===== src/rtl/exponential_pkg.sv =====
// Shared definitions for the fixed-point e^x calculator.
//   X_W     operand width, unsigned Q0.16
//   PW_W    power-of-x register width, Q1.16
//   ACC_W   accumulator / result width, Q2.16
//   K_W     iteration counter width
//   state_e controller states
//   coef_lookup returns 1/k! in Q1.16 for k = 1..7
package exponential_pkg;

  localparam int unsigned X_W   = 16;
  localparam int unsigned PW_W  = 17;
  localparam int unsigned ACC_W = 18;
  localparam int unsigned K_W   = 3;

  typedef enum logic [1:0] {
    StIdle,
    StLoad,
    StCalc,
    StDone
  } state_e;

  // Index 0 is never used by the series; it reads as zero.
  localparam logic [PW_W-1:0] COEF_ROM [8] = '{
    17'h00000, 17'h10000, 17'h08000, 17'h02AAB,
    17'h00AAB, 17'h00222, 17'h0005B, 17'h0000D
  };

  function automatic logic [PW_W-1:0] coef_lookup(input logic [K_W-1:0] k);
    return COEF_ROM[k];
  endfunction

endpackage


===== src/rtl/exponential_datapath.sv =====
// Taylor-series datapath: holds the latched operand, the running power x^k, the
// accumulated sum and the term index. One series term is added per i_calc cycle.
//   clk      system clock, rising edge
//   rst      synchronous active-high reset, clears every register
//   i_load   latch i_x and initialise pw = acc = 1.0, k = 1
//   i_calc   perform one series iteration
//   i_x      operand, unsigned Q0.16
//   o_acc    accumulated result, Q2.16
//   o_k      current term index
module exponential_datapath
  import exponential_pkg::*;
(
  input  logic             clk,
  input  logic             rst,
  input  logic             i_load,
  input  logic             i_calc,
  input  logic [X_W-1:0]   i_x,
  output logic [ACC_W-1:0] o_acc,
  output logic [K_W-1:0]   o_k
);

  localparam int unsigned PowProdW  = X_W + PW_W;
  localparam int unsigned TermProdW = 2 * PW_W;

  logic [X_W-1:0]       r_xr;
  logic [PW_W-1:0]      r_pw;
  logic [ACC_W-1:0]     r_acc;
  logic [K_W-1:0]       r_k;

  logic [PowProdW-1:0]  w_pw_prod;
  logic [PW_W-1:0]      w_pw_next;
  logic [PW_W-1:0]      w_coef;
  logic [TermProdW-1:0] w_term_prod;
  logic [ACC_W-1:0]     w_term;
  logic [ACC_W-1:0]     w_acc_next;

  // x^k = (x^(k-1) * x) >> 16; pw never exceeds 1.0 so 17 bits suffice.
  assign w_pw_prod   = {{X_W{1'b0}}, r_pw} * {{PW_W{1'b0}}, r_xr};
  assign w_pw_next   = PW_W'(w_pw_prod >> X_W);

  assign w_coef      = coef_lookup(r_k);
  assign w_term_prod = {{PW_W{1'b0}}, w_pw_next} * {{PW_W{1'b0}}, w_coef};
  assign w_term      = ACC_W'(w_term_prod >> X_W);

  // The sum stays below e < 4, so the 18-bit add cannot wrap.
  assign w_acc_next  = r_acc + w_term;

  always_ff @(posedge clk) begin
    if (rst) begin
      r_xr  <= '0;
      r_pw  <= '0;
      r_acc <= '0;
      r_k   <= '0;
    end else if (i_load) begin
      r_xr  <= i_x;
      r_pw  <= 17'h10000;
      r_acc <= 18'h10000;
      r_k   <= 3'd1;
    end else if (i_calc) begin
      r_pw  <= w_pw_next;
      r_acc <= w_acc_next;
      r_k   <= r_k + 3'd1;
    end
  end

  assign o_acc = r_acc;
  assign o_k   = r_k;

endmodule


===== src/rtl/exponential.sv =====
// Start/done accelerator computing e^x by a truncated Taylor series, one term
// per clock. Result is Q2.16 split into integer and fractional parts.
//   clk       system clock, rising edge
//   rst       synchronous active-high reset; aborts any calculation
//   start     level request, honoured only when idle or done
//   x         operand, unsigned Q0.16, latched on accept
//   done      high while the result is valid, held until the next accept
//   intpart   result bits 17:16
//   fracpart  result bits 15:0
module exponential
  import exponential_pkg::*;
#(
  parameter int unsigned N_TERMS = 8
) (
  input  logic           clk,
  input  logic           rst,
  input  logic           start,
  input  logic [X_W-1:0] x,
  output logic           done,
  output logic [1:0]     intpart,
  output logic [15:0]    fracpart
);

  localparam logic [K_W-1:0] LastK = K_W'(N_TERMS - 1);

  state_e           r_state;
  state_e           w_state_next;
  logic             w_load;
  logic             w_calc;
  logic [ACC_W-1:0] w_acc;
  logic [K_W-1:0]   w_k;

  always_ff @(posedge clk) begin
    if (rst) begin
      r_state <= StIdle;
    end else begin
      r_state <= w_state_next;
    end
  end

  always_comb begin
    w_state_next = r_state;
    w_load       = 1'b0;
    w_calc       = 1'b0;
    unique case (r_state)
      StIdle: begin
        if (start) w_state_next = StLoad;
      end
      StLoad: begin
        w_load       = 1'b1;
        w_state_next = StCalc;
      end
      StCalc: begin
        w_calc = 1'b1;
        if (w_k == LastK) w_state_next = StDone;
      end
      StDone: begin
        if (start) w_state_next = StLoad;
      end
      default: w_state_next = StIdle;
    endcase
  end

  exponential_datapath u_datapath (
    .clk    (clk),
    .rst    (rst),
    .i_load (w_load),
    .i_calc (w_calc),
    .i_x    (x),
    .o_acc  (w_acc),
    .o_k    (w_k)
  );

  assign done     = (r_state == StDone);
  assign intpart  = w_acc[17:16];
  assign fracpart = w_acc[15:0];

endmodule


===== config.mk =====
export PLATFORM = sky130hd
export DESIGN_NAME = exponential
export DESIGN_NICKNAME = d
export VERILOG_FILES = /design/src/rtl/exponential_pkg.sv /design/src/rtl/exponential_datapath.sv /design/src/rtl/exponential.sv
export SDC_FILE = /design/constraint.sdc
export NUM_CORES = 1
export LEC_CHECK = 0
export CAP_MARGIN = 15
export CORE_UTILIZATION = 53
export DETAILED_ROUTE_END_ITERATION = 6
export HOLD_SLACK_MARGIN = 0.02
export PLACE_DENSITY_LB_ADDON = 0.3
export RECOVER_POWER = 50
export REMOVE_ABC_BUFFERS = 1
export SYNTH_ARGS = -nofsm -noshare
export SYNTH_HDL_FRONTEND = slang
export SYNTH_SLANG_ARGS = --single-unit

===== constraint.sdc =====
create_clock -name clk -period 11.88 [get_ports clk]
set_clock_uncertainty 0.2 [all_clocks]
set_input_delay 1.782 -clock clk [delete_from_list [all_inputs] [get_ports clk]]
set_output_delay 1.782 -clock clk [all_outputs]
set_load 0.02 [all_outputs]

==> results of run 1 <==
-- synth_stat cells, types with 12 or more instances --
master      n  area [sq um]
dfxtp_1    56          1120
nor2_1    181           679
ha_1      279          3490
clkbuf_1   63           236
a21o_1     19           143
o21ai_0    21           105
nand2_1   194           728
nor3_1     12          60.1
xor2_1     20           175
mux2i_1    33           330
xnor2_1    40           350
and2_1    148           926
a21oi_1    48           240
o21a_1     12          90.1
inv_1     520          1950
fa_1      362          7250
-- layout make-up --
cell class | instances | area, sq um | share of cell area, %
Multi-Input combinational cell | 1487 | 16400 | 69.2
Timing Repair Buffer | 415 | 3410 | 14.4
Inverter | 522 | 1960 | 8.29
Sequential cell | 56 | 1180 | 4.99
Tap cell | 455 | 569 | 2.41
Clock buffer | 5 | 125 | 0.529
Clock inverter | 3 | 27.5 | 0.116
-- flip-flops by register name, summed over array words and instances, names as in the netlist --
name,cells
u_datapath.o_acc,18
u_datapath.r_pw,17
u_datapath.r_xr,16
u_datapath.o_k,3
r_state,2
-- per-layer routing --
metal	GRT usage [%]	vias up	share of wire, %
met5	0	-	0
met4	13.2	0	5.2
met3	3.20	199	5.1
met2	55.2	534	53
met1	35.0	7830	37
li1	-	7127	-
-- repair_timing --
item,CTS,global route
gates resized for setup,143,136
pin swaps,66,64
cloned,0,1
hold endpoints to repair,0,0
buffers inserted,22,38
endpoints found under the setup margin,17,17
-- metrics by stage --
stage	cells	total power (uW)	worst slack (ps)
after detailed placement	2876	721	-1830
after global routing	2943	974	-1620
after floorplan	2065	471	-885
after CTS	2905	906	-1060
final	2943	926	-1130
after global placement	2875	704	-1610
-- worst min-delay path by stage --
stage,to,startpoint,depth (start not counted)
finish,u_datapath.o_acc[17],u_datapath.o_acc[17],2
floorplan,r_state[1],r_state[1],2
global placement,u_datapath.o_acc[17],u_datapath.o_acc[17],2
CTS,u_datapath.o_acc[17],u_datapath.o_acc[17],2
global route,u_datapath.o_acc[17],u_datapath.o_acc[17],2
detailed placement,u_datapath.o_acc[17],u_datapath.o_acc[17],2
-- worst min-delay path, stage by stage (launching register included) --
cell      delay [ps]
dfxtp_1          340
o211ai_1          90
nand2_1           60
-- power groups by stage --
stage | Combinational [uW] | Sequential (uW) | Clock, uW
floorplan | 208 | 264 | 0
global placement | 447 | 257 | 0
detailed placement | 462 | 259 | 0
CTS | 478 | 255 | 173
global route | 533 | 261 | 180
finish | 499 | 258 | 170
-- cell families after synthesis --
group,Yosys count
AOI/OAI and AO/OA,162
xor gates and xnor gates,62
adders and majority gates,641
buffers and inverters,589
DFF,56
muxes,33
and+or+nand+nor,589
==> out/results.txt, run 1 <==
FF-to-FF setup slack - -1130 ps
CTS Buf Count - 5
antenna violations before repair - 0
H-tree depth - 2
core area - 0.0347 sq mm
Critical Path AT - 13090 ps
largest family of logic cells by synthesized area - adder cells
Sw Share - 47.4%
hpwl dp - 42400 um
final instance area - 0.0236 sq mm
die height - 190 um
I/O Buffers - 37
Async SR Flop Fraction - 0%
sw power - 439 uW
Hold Slack - 322 ps
DRT iter0 DRCs - 965
Synth Area in XOR/XNOR - 2.97%
Worst Tran Pin Value - 1220 ps
GP Congestion - 0.929
number of vias per cell - 5.33
worst skew pair latency - 330 ps
post-synthesis simple-gate area fraction - 14.5%
vias in the first global route - 17400
Final #Nets - 3147
commonest cells after routing, fill and taps aside - inv_1 (489), buf_4 (347), fa_1 (346)
final number of setup-violating endpoints - 14
Leak - 0.0125 uW
internal power - 487 uW
Max rail drop VDD - 0.0992 mV
Total GRT Usage - 30.0%
share of cells above drive strength 1 - 24.0%
largest net degree at the start of global routing - 35
max-slew violation count - 0
chip width - 190 um
mux cell area share after synthesis - 1.76%
I/O pin total - 38
clock tree from TritonCTS - done
floorplan row count - 68
final worst slack - -1130 ps
Comb power frac - 53.8%
commonest non-fill, non-tap cell in the layout - inv_1
Crit Path Class - reg -> reg
total gr overflow - 0
Hold Buf Count CTS - 0
clk root buf - clkbuf_16
CP Depth - 55
Cell variety after synth - 61
Vias - 15700
clock buffer depth - 2
maxcap violations - 0
status - complete, but fails checks
# DRC - 0
first-pass iteration count of the detailed router - 5
part of the power in the clock network - 18.4%
PwrDens - 39.2 mW/mm^2
fill count - 2684
CP Buf/Inv Count - 12
mean post-synth cell area - 8.82 sq um
Final Hold Fails - 0
Die ar. - 0.0363 sq mm
Post-synth top flop - dfxtp_1
sequential area share after synthesis - 5.96%
crit path from - u_datapath.r_pw[5]
CP most frequent cell - fa_1
startpoint class of the critical path - register
Worst Hold Class - reg -> reg
Sink Count - 56
Seq pwr share - 27.8%
Worst Setup End Kind - register
final wirelength - 52100 um
largest delay contributor family on the critical path - adder cells
Slew headroom - 17.6%
P&R area growth vs syn - 25.7%
Setup crit end - u_datapath.o_acc[17]
Syn Inst Count - 2132
RSZ-0062 raised after global routing - yes
slowest CP cell - fa_2
worst r2r dst - u_datapath.o_acc[17]
warnings from Yosys - 0
Detail Route Antenna Nets - 0
critical path fanouts, max - 5
min Tclk post-route - 13010 ps
failing checks - negative setup slack
Post-synth EDFFs - 0
synthesized-area fraction occupied by adder cells - 57.1%
first-pass GRT wire length - 85200 um
final core utilization - 68.1%
cell area after placement - 0.0219 sq mm
f_max - 76.9 MHz
n_diodes - 0
Reg2Reg Depth - 55
post-synthesis compound-gate area fraction - 5.93%
period utilization - 110%
R2R Path Start - u_datapath.r_pw[5]
Worst EP required - 11960 ps
Syn Std Cell Area - 0.0188 sq mm
initial core utilization - 54.2%
flop and latch count out of synthesis - 56
CP max stage delay - 570 ps
final setup TNS - -8040 ps
Clock transition at path regs - 90 ps
wire length per cell - 17.7 um
Note: power is estimated with default switching activity, not from simulation.
==> run 2: changes to the inputs <==
clock period = 14.2 ns   (was 11.88 ns; I/O delays follow)
==> run 2 against run 1 <==
  * The run now ends clean
  * Power fell by 25%
  * Largest cell class unchanged
  * Via count fell by 11%
  * Non-clock buffer count decreased by 318
  * Critical path depth fell by 1
  * Wire length fell by 14%
  * Clock power fell by 15%
  * Sequential share of layout area up 0.68 points
  * Global-route usage fell by 3.0 points
  * Final cell count fell by 11%
  * Register-to-register slack improved by 1700 ps
  * Critical endpoint unchanged
  * Sequential power down 9.7%
  * Worst hold slack got worse by 29 ps
==> out/results.txt, run 2 (synthesis results as in run 1) <==
status - completed
largest net degree at the start of global routing - 35 (unchanged)
initial core utilization - 54.2% (unchanged)
clock tree from TritonCTS - done
commonest cells after routing, fill and taps aside - inv_1 (520), fa_1 (362), ha_1 (279)
P&R area growth vs syn - 7.50%
worst skew pair latency - 320 ps (about the same)
first-pass iteration count of the detailed router - 5 (unchanged)
Max rail drop VDD - 0.106 mV (+6.8%)
Final Hold Fails - 0 (unchanged)
f_max - 73.1 MHz (-4.8%)
CP max stage delay - 540 ps (-30 ps)
Vias - 14000 (-11%)
Worst Tran Pin Value - 1030 ps (-192 ps)
Leak - 0.0108 uW (-13%)
final cell count without fillers - 2625 (-11%)
clk root buf - clkbuf_16
clock buffer depth - 2 (unchanged)
met2 WL post-DR - 22900 um (-17%)
wire length per cell - 17.1 um (-3.2%)
Largest register FFs - 18 (unchanged)
Final #Nets - 2829 (-10%)
Slew headroom - 31.0% (+13 points)
floorplan row count - 68 (unchanged)
DRT met1 WL - 18200 um (-5.2%)
final core utilization - 58.3% (-9.9 points)
DRT iter0 DRCs - 723 (-25%)
GP Congestion - 0.903 (-2.8%)
first-pass GRT wire length - 77200 um (-9.4%)
n_diodes - 0 (unchanged)
startpoint class of the critical path - register
Clock transition at path regs - 90 ps (about the same)
Reg2Reg Depth - 54 (-1.8%)
Worst EP required - 14270 ps (+2310 ps)
RSZ-0062 raised after global routing - yes
maxcap violations - 0 (unchanged)
final number of setup-violating endpoints - 0 (-14)
# DRC - 0 (unchanged)
pre-CTS setup slack - -9.08 ps (+1820 ps)
placed cells - 2611 (-9.2%)
Die ar. - 0.0363 sq mm (unchanged)
min Tclk post-route - 13670 ps (+662 ps)
final worst slack - 527 ps (+1660 ps)
share of cells above drive strength 1 - 5.30% (-19 points)
Detail Route Antenna Nets - 0 (unchanged)
Worst Hold Class - reg -> reg
Crit Path Class - reg -> reg
cell area after placement - 0.0199 sq mm (-9.3%)
period utilization - 96.3% (-13 points)
Total GRT Usage - 27.0% (-3.0 points)
final wirelength - 45000 um (-14%)
total gr overflow - 0 (unchanged)
Critical Path AT - 13740 ps (+650 ps)
I/O pin total - 38 (unchanged)
met3 wire len - 2090 um (-22%)
Max Used Layer - met4
vias in the first global route - 15600 (-11%)
PwrDens - 34.6 mW/mm^2 (-12%)
die height - 190 um (unchanged)
CP most frequent cell - fa_1
commonest non-fill, non-tap cell in the layout - inv_1
CTS Buf Count - 5 (unchanged)
Sink Count - 56 (unchanged)
H-tree depth - 2 (unchanged)
chip width - 190 um (unchanged)
Hold Buf Count CTS - 0 (unchanged)
Worst Setup End Kind - register
WHS Path Cells - 2 (unchanged)
slowest CP cell - fa_1
critical path fanouts, max - 13 (+8)
antenna violations before repair - 0 (unchanged)
I/O Buffers - 37 (unchanged)
final instance area - 0.0202 sq mm (-14%)
max-slew violation count - 0 (unchanged)
core area - 0.0347 sq mm (unchanged)
hpwl dp - 38300 um (-9.7%)
number of vias per cell - 5.32 (-0.18%)
run 2: cell count changes in the layout (fill, tap and decap cells not counted), moves of 17 or more:
cell	previous run	this run
buf_4	347	59
nor2_1	164	181
buf_6	21	0
inv_2	31	0
ha_1	258	279
ha_4	17	0
inv_1	489	520
run 2: cell type report:
| type | instances | area (sq um) |
|---|---|---|
| Sequential cell | 56 | 1150 |
| Multi-Input combinational cell | 1487 | 15600 |
| Timing Repair Buffer | 97 | 841 |
| Clock inverter | 3 | 27.5 |
| Inverter | 522 | 1960 |
| Clock buffer | 5 | 125 |
| Tap cell | 455 | 569 |
| Fill cell | 3083 | 14500 |
run 2: metrics by stage:
stage / TNS (ps) / power (uW) / hold slack [ps]
2_1_floorplan: 0 / 394 / 276
3_3_place_gp: 0 / 535 / 278
3_5_place_dp: -9.08 / 542 / 290
4_1_cts: 0 / 689 / 302
5_1_grt: -83.8 / 738 / 328
6_report: 0 / 699 / 293
run 2: routing by layer:
| metal | track usage (%) | up-vias |
|---|---|---|
| met2 | 47.8 | 374 |
| met5 | 0 | - |
| met4 | 10.7 | 0 |
| met3 | 3.04 | 120 |
| li1 | - | 6497 |
| met1 | 33.4 | 6978 |
run 2: path summary, 6_finish.rpt:
check                        from                   end  slack [ps]
min reg2reg  u_datapath.o_acc[17]  u_datapath.o_acc[17]         290
max            u_datapath.r_pw[9]  u_datapath.o_acc[17]         530
max reg2reg    u_datapath.r_pw[9]  u_datapath.o_acc[17]         530
min          u_datapath.o_acc[17]  u_datapath.o_acc[17]         290
run 2: report_power, final:
| group | internal [uW] | switching [uW] |
|---|---|---|
| sequential | 178 | 54.6 |
| clock | 67.7 | 77.0 |
| combinational | 112 | 210 |
run 2: critical path, delay by kind of cell (launching register included):
family                   cells  cell delay (ps)
AO/OA/AOI/OAI               17             3400
XOR/XNOR                     4              560
adder cells (fa/ha/maj)     15             6870
buffers and inverters       11             1010
flip-flops                   1              420
AND/OR/NAND/NOR              7             1180
run 2: repair_timing:
item	4_1_cts	5_1_grt
pin swaps	0	3
gates resized for setup	3	33
setup endpoints to repair	1	8
setup buffers	0	5
